### config.mk
export PLATFORM = sky130hd
export DESIGN_NAME = fifo_ring
export DESIGN_NICKNAME = d
export VERILOG_FILES = /design/src/rtl/fifo_ring.sv
export SDC_FILE = /design/constraint.sdc
export NUM_CORES = 1
export LEC_CHECK = 0
export ABC_CLOCK_PERIOD_IN_PS = 3250
export CAP_MARGIN = 20
export CORE_MARGIN = 2
export CORE_UTILIZATION = 37
export CTS_CLUSTER_DIAMETER = 200
export DETAILED_ROUTE_END_ITERATION = 10
export PLACE_DENSITY = 0.52
export REMOVE_ABC_BUFFERS = 1
export SYNTH_ARGS = -nofsm -noshare
export SYNTH_HDL_FRONTEND = slang
export SYNTH_SLANG_ARGS = --single-unit
### constraint.sdc
create_clock -name clk -period 3.25 [get_ports clk]
set_input_delay 0.325 -clock clk [delete_from_list [all_inputs] [get_ports clk]]
set_output_delay 0.325 -clock clk [all_outputs]
set_load 0.03 [all_outputs]
### src/rtl/fifo_ring.sv
// fifo_ring: single-clock ring-buffer FIFO with fill count, almost-full/empty flags and sticky error status.
// Latency: a write is visible on `out` the cycle after the edge (first-word-fall-through), no empty bypass.
// Backpressure: none; a write when full either drops the oldest entry (OVERWRITE=1) or is refused (OVERWRITE=0).
//
// Ports:
//   clk, reset        rising-edge clock, synchronous active-high reset
//   write_trig, in    push `in` this cycle
//   read_trig, out    pop the head; `out` shows the head combinationally
//   count             entries stored, 0..DEPTH
//   full, empty       count == DEPTH / count == 0
//   almost_full       count >= AF_LEVEL
//   almost_empty      count <= AE_LEVEL
//   overflow          sticky: a write lost or refused data
//   underflow         sticky: a read while empty
//   clear_status      clears overflow/underflow (a same-cycle set wins)

module fifo_ring #(
    parameter int DATA_W    = 8,
    parameter int DEPTH     = 8,
    parameter bit OVERWRITE = 1'b1,
    parameter int AF_LEVEL  = DEPTH - 2,
    parameter int AE_LEVEL  = 1,
    localparam int CW       = $clog2(DEPTH + 1)
) (
    input  logic              clk,
    input  logic              reset,
    input  logic              write_trig,
    input  logic              read_trig,
    input  logic [DATA_W-1:0] in,
    output logic [DATA_W-1:0] out,
    output logic [CW-1:0]     count,
    output logic              full,
    output logic              empty,
    output logic              almost_full,
    output logic              almost_empty,
    output logic              overflow,
    output logic              underflow,
    input  logic              clear_status
);

    localparam int AW = $clog2(DEPTH);
    localparam int PW = AW + 1;
    localparam logic [CW-1:0] AF_L = CW'(AF_LEVEL);
    localparam logic [CW-1:0] AE_L = CW'(AE_LEVEL);

    generate
        if (DEPTH < 2) begin : g_err_depth_small
            $error("fifo_ring: DEPTH must be >= 2");
        end
        if ((DEPTH & (DEPTH - 1)) != 0) begin : g_err_depth_pow2
            $error("fifo_ring: DEPTH must be a power of two");
        end
        if (AF_LEVEL > DEPTH) begin : g_err_af
            $error("fifo_ring: AF_LEVEL must not exceed DEPTH");
        end
        if (AE_LEVEL > DEPTH) begin : g_err_ae
            $error("fifo_ring: AE_LEVEL must not exceed DEPTH");
        end
    endgenerate

    // Pointers carry one extra MSB so that full and empty are distinguishable
    // while every one of the DEPTH slots holds data.
    logic [PW-1:0]     wp_q, wp_d;
    logic [PW-1:0]     rp_q, rp_d;
    logic              ovf_q, ovf_d;
    logic              udf_q, udf_d;
    logic [DATA_W-1:0] mem_q [DEPTH];

    logic          do_write;
    logic          do_read;
    logic          drop_oldest;
    logic [PW-1:0] fill;

    assign fill  = wp_q - rp_q;
    assign empty = (wp_q == rp_q);
    assign full  = (wp_q[AW-1:0] == rp_q[AW-1:0]) && (wp_q[AW] != rp_q[AW]);

    always_comb begin
        do_read     = read_trig && !empty;
        // A simultaneous read frees a slot, so a write when full is only
        // refused or destructive when no read accompanies it.
        do_write    = write_trig && (!full || read_trig || OVERWRITE);
        drop_oldest = write_trig && full && !read_trig && OVERWRITE;

        wp_d = wp_q + PW'(do_write);
        rp_d = rp_q + PW'(do_read || drop_oldest);

        // Set events beat a same-cycle clear.
        ovf_d = (ovf_q && !clear_status) || (write_trig && full && !read_trig);
        udf_d = (udf_q && !clear_status) || (read_trig && empty);
    end

    always_ff @(posedge clk) begin
        if (reset) begin
            wp_q  <= '0;
            rp_q  <= '0;
            ovf_q <= 1'b0;
            udf_q <= 1'b0;
        end else begin
            wp_q  <= wp_d;
            rp_q  <= rp_d;
            ovf_q <= ovf_d;
            udf_q <= udf_d;
        end
    end

    // Storage has no reset so it maps onto a single-write-port, async-read RAM.
    always_ff @(posedge clk) begin
        if (!reset && do_write) begin
            mem_q[wp_q[AW-1:0]] <= in;
        end
    end

    assign out          = mem_q[rp_q[AW-1:0]];
    assign count        = CW'(fill);
    assign almost_full  = (count >= AF_L);
    assign almost_empty = (count <= AE_L);
    assign overflow     = ovf_q;
    assign underflow    = udf_q;

endmodule

==> results of run 1 <==
[sequential cells by signal, indices dropped and copies added, names as in the netlist]
signal and flops:
mem_q 64, wp_q 4, rp_q 4, overflow 1, underflow 1
[worst paths after layout]
kind,end,start,depth (start not counted)
max,almost_full,wp_q[1],6
min,underflow,underflow,2
max reg2reg,rp_q[1],rp_q[2],9
min reg2reg,underflow,underflow,2
[per-stage QoR]
| step | cells | hold slack [ps] | total power (µW) |
|---|---|---|---|
| finish | 342 | 479.7 | 2299 |
| global route | 342 | 513.2 | 2410 |
| CTS | 342 | 481.0 | 2332 |
| detailed placement | 326 | 467.2 | 1634 |
| global placement | 326 | 466.1 | 1631 |
| floorplan | 178 | 387.4 | 1421 |
[synthesized netlist by cell type]
cell	instances
nor2_1	14
mux4_2	8
nand2_1	27
buf_2	3
xnor2_1	4
ha_1	7
fa_1	1
nor4_1	2
clkbuf_1	1
buf_1	1
clkinv_1	1
buf_6	1
nand2b_1	2
o21ai_0	1
edfxtp_1	64
nand3b_1	3
xor2_1	3
buf_12	1
inv_1	6
or4b_4	1
and3_1	1
nor2b_1	4
or3_1	2
o21a_1	1
a21oi_2	1
dfxtp_1	10
nand3_1	3
o21ai_1	1
a21oi_1	3
mux4_1	8
[cells by family after synthesis]
kind of cell	after synthesis	synth area share
AND/OR/NAND/NOR	59	0.08906
adder cells (fa/ha/maj)	8	0.03497
multiplexers	16	0.1269
AO/OA/AOI/OAI	7	0.01342
XOR/XNOR	7	0.01993
flip-flops	74	0.6897
buffers and inverters	14	0.02602
[where the power goes]
part	leakage (µW)	switching [µW]	internal [µW]
clock network	0.0000953	321	373
logic	0.000551	286	248
registers	0.000660	18.9	1050
total	0.00131	626	1670
[area by class of cell]
| class | count | area (µm²) |
|---|---|---|
| fillers | 710 | 4373 |
| flip-flops and latches | 74 | 2122 |
| multi-input cells | 97 | 887.1 |
| repair buffers | 43 | 397.9 |
| clock buffers | 11 | 141.4 |
| well taps | 105 | 131.4 |
| clock inverters | 5 | 55.05 |
| inverters | 7 | 26.28 |
[metal layers]
metal	vias up	track usage
li1	795	-
met1	806	0.1860
met2	26	0.2359
met3	9	0.03241
met4	0	0.07609
met5	-	0
[worst reg2reg max path, stage by stage, from the launching register on]
cell and delay (ps):
dfxtp_1 310, buf_4 190, clkinv_1 110, ha_1 360, nand3_1 150, or4b_4 520
o21ai_1 110, ha_1 190, ha_1 230, nor2b_1 130
[cells in the final DEF (no fill, tap or decap), types with 2 or more instances in the layout]
master,instances
nor4_2,2
clkinv_2,2
a21oi_1,3
mux4_1,8
xnor2_1,4
mux4_2,8
clkbuf_8,10
nand2_1,27
dfxtp_1,10
clkinvlp_4,2
inv_1,6
xor2_1,3
edfxtp_1,64
ha_1,7
nand2b_1,2
or3_1,2
nand3b_1,3
nor2b_1,4
nor2_1,14
clkdlybuf4s50_1,30
buf_4,13
nand3_1,3
==> run summary, run 1 <==
PortBufs = 30
Syn. warnings = 0
Hold-fix buffers, CTS = 0
final setup margin = 358.6 ps
met3 WL = 193 µm
post-route cell area = 3761 µm²
DP HPWL = 3818 µm
Core Area = 8134 µm²
max cap viols = 0
min cycle time layout = 2891 ps
num rows = 33
placer congestion estimate = 0.6512
mean post-synth cell area = 16.63 µm²
Bufs and invs on worst path = 2
CP cell instances = inv_1 > fa_1 > xnor2_1 > nand2_1 > o21ai_0 > clkdlybuf4s50_1
DRT Wirelength = 5836 µm
DR vias/cell = 4.784
post_cts resized = 0
H-Tree Depth = 3
Post-DP Area = 3565 µm²
pre-CTS setup slack = 700.2 ps
total gr overflow = 0
Slowest cell on crit path = clkdlybuf4s50_1
Max Clock Freq = 345.9 MHz
Initial Util = 0.3782
post-CTS setup buffers = 0
routed via count = 1,636
CTS Root Cell = clkbuf_8
Synth top area share = 0.6246
Hold Crit Class = flop to flop
Worst Max-Slew Pin Slew = 523.2 ps
TritonCTS Buffers = 9
pins over their slew limit = 0
Layout Skew = 9.243 ps
vias in the first global route = 1,707
final worst-path cycle share = 0.8897
synth unique cells = 30
antenna-violating nets left = 0
M1 WL = 2638 µm
DR top layer = met4
largest net degree at the start of global routing = 19
Slew HR = 0.6499
peak supply drop = 0.0001965 V
synthesized flop and latch total = 74
Pre-antenna DRT Iters = 4
area growth from synthesis to layout = 22.24%
share of cells above drive strength 1 = 0.1688
RSZ-0062 raised after global routing = no
Layout Nets = 253
Clk Latency, worst-skew pair = 340 ps
clk sinks = 74
CP Capture Type = output port
Tot GR Track Use = 0.1466
DIE WIDTH = 95.19 µm
CTS tree = yes
reg2reg setup slack = 850 ps
DR DRC count = 0
clock-pin slew on the worst setup and hold paths = 80 ps
Starting DRT DRC Count = 63
Die Area = 9061 µm²
status = completed
Synth Instances = 185
Max FO, Critical Path = 7
CP Class = flop to output port
die height = 95.19 µm
Critical Path RT = 2920 ps
Finished Core Util = 0.4624
critical path's top delay family = buffers and inverters
Startpoint Class = flop
area of the mapped netlist = 3077 µm²
met2 wire len = 2896 µm
Synth area leaders = edfxtp_1 (62%), mux4_1 (6.8%), dfxtp_1 (6.5%)
post-synthesis sequential area ratio = 0.6897
area leader, netlist = edfxtp_1
DR WL/cell = 17.06 µm
Antenna diodes = 0
clock buffer depth = 2
final setup fails = 0
Pwr per Cell Area = 611.2 nW/µm²
critical path arrival = 2570 ps
final hold vios = 0
critical path's largest stage delay = 700 ps
Sum Neg Setup Slack = 0 ps
Leak = 0.001306 µW
Ports = 31
first-pass GRT wire length = 9232 µm
initial antenna violation count = 0
No activity file was read; power rests on OpenSTA's default activity.
==> inputs of run 2 (changes only) <==
- SLEW_MARGIN: default -> 10
==> results of run 2 <==
Final layout, timing and power as in run 1 (identical DEF).
==> inputs of run 3 (changes only) <==
- CORE_UTILIZATION: 37 -> 45
- PLACE_DENSITY: 0.52 -> 0.61
==> run 3 against run 2 <==
  * Non-clock buffer count decreased by 2
  * Worst hold slack worse by 1.9 ps
  * Flip-flop and latch count unchanged
  * Total power grew 0.34%
  * Final area is 1.5% lower
  * Highest routed layer unchanged
  * Worst setup slack lost 84 ps
  * Clock-buffer cell count fell by 2
  * First-iteration DRC count grew 100%
  * Maximum frequency down 2.8%
  * Register-to-register slack lost 170 ps
  * Sequential share of layout area increased by 0.86 points
  * Largest cell class unchanged
  * Core utilization is 8.9 points higher
==> run summary, run 3 (synthesis gave the netlist of run 1 again) <==
total gr overflow = 0
DR DRC count = 0
post-CTS setup buffers = 0
most frequent cells in the layout = edfxtp_1 (64), clkdlybuf4s50_1 (30), nand2_1 (27), nor2_1 (14), buf_4 (11)
initial antenna violation count = 0
Max FO, Critical Path = 9
Startpoint Class = flop
first-pass GRT wire length = 9025 µm
# fillers = 529
Pwr per Cell Area = 622.6 nW/µm²
CTS Root Cell = clkbuf_8
Critical Path RT = 2920 ps
Leak = 0.001304 µW
final worst-path cycle share = 0.9156
Pre-antenna DRT Iters = 4
final setup fails = 0
final setup margin = 274.2 ps
Clk Latency, worst-skew pair = 340 ps
critical path arrival = 2650 ps
area growth from synthesis to layout = 20.41%
min cycle time layout = 2976 ps
antenna-violating nets left = 0
clock-pin slew on the worst setup and hold paths = 80 ps
number of flip-flops in the largest register = 64
register area = 2122 µm²
placer congestion estimate = 0.7953
Hold-fix buffers, CTS = 0
Die Area = 7514 µm²
DR WL/cell = 18.15 µm
final hold vios = 0
TritonCTS Buffers = 9
DR vias/cell = 5.200
H-Tree Depth = 3
vias in the first global route = 1,711
clock buffer depth = 2
Initial Util = 0.4579
max cap viols = 0
Tot GR Track Use = 0.1699
Layout Nets = 251
routed via count = 1,638
reg2reg setup slack = 680 ps
share of cells above drive strength 1 = 0.1574
clk sinks = 74
Max Clock Freq = 336.0 MHz
num rows = 30
Layout Skew = 9.011 ps
pre-CTS setup slack = 631.9 ps
Core Area = 6719 µm²
Worst Max-Slew Pin Slew = 595.5 ps
die height = 86.69 µm
Antenna diodes = 0
pins over their slew limit = 0
Starting DRT DRC Count = 127
post_cts resized = 0
Sum Neg Setup Slack = 0 ps
peak supply drop = 0.0002371 V
DP HPWL = 3776 µm
Total Power = 2307 µW
DIE WIDTH = 86.69 µm
Ports = 31
commonest non-fill, non-tap cell in the layout = edfxtp_1
CTS tree = yes
PortBufs = 30
RSZ-0062 raised after global routing = no
largest net degree at the start of global routing = 19
area of the multi-input gates = 874.6 µm²
status = completed
CP Capture Type = output port
CP Class = flop to output port
DRT Wirelength = 5717 µm
Slew HR = 0.6015
Hold Crit Class = flop to flop
==> run 3: cell count changes in the layout (fill, tap and decap cells not counted), sizes merged <==
| cell | change |
|---|---|
| inv | +2 |
| buf | -2 |
| clkinvlp | -2 |
| clkinv | +2 |
| clkbuf | -2 |
==> run 3: through the flow <==
step | instances | instance area [µm²] | hold slack (ps) | utilization
2_1_floorplan | 178 | 3023 | 387.4 | -
3_3_place_gp | 299 | 3506 | 459.0 | 0.5218
3_5_place_dp | 299 | 3506 | 464.3 | 0.5218
4_1_cts | 315 | 3705 | 478.0 | 0.5514
5_1_grt | 315 | 3705 | 510.9 | 0.5514
6_report | 315 | 3705 | 477.7 | 0.5514
==> run 3: where the power goes <==
part / switching, µW / internal [µW] / leakage (µW) / total (µW)
combinational: 292 / 247 / 0.000541 / 538
sequential: 11.4 / 1050 / 0.000660 / 1060
clock: 346 / 360 / 0.000104 / 705
total: 649 / 1660 / 0.00130 / 2310
==> run 3: worst max-delay path, cell delays in order, from the launching register on <==
cell and delay [ps]:
dfxtp_1 340, clkinv_1 290, ha_1 490, a21oi_1 100, a21oi_1 270, o21a_1 170
clkdlybuf4s50_1 660
==> run 3: final cells by class <==
type,instances,share of cell area
sequential,74,0.5728
tap,80,0.02702
timing repair buffer,41,0.1033
clock buffer,9,0.03343
multi-input combinational,97,0.2361
clock inverter,7,0.02026
inverter,7,0.007092
==> run 3: layer usage <==
metal / routed length, µm / vias to the layer above / share of wire / track usage
li1: - / 787 / - / -
met1: 2579 / 809 / 0.45 / 0.2304
met2: 2820 / 32 / 0.49 / 0.2650
met3: 211 / 10 / 0.037 / 0.04571
met4: 106 / 0 / 0.019 / 0.06392
met5: 0 / - / 0 / 0
==> run 3: worst paths after layout <==
check | startpoint | end | cells past startpoint
setup reg to reg | rp_q[2] | rp_q[1] | 8
setup / recovery | rp_q[2] | almost_empty | 6
hold reg to reg | underflow | underflow | 2
hold / removal | underflow | underflow | 2
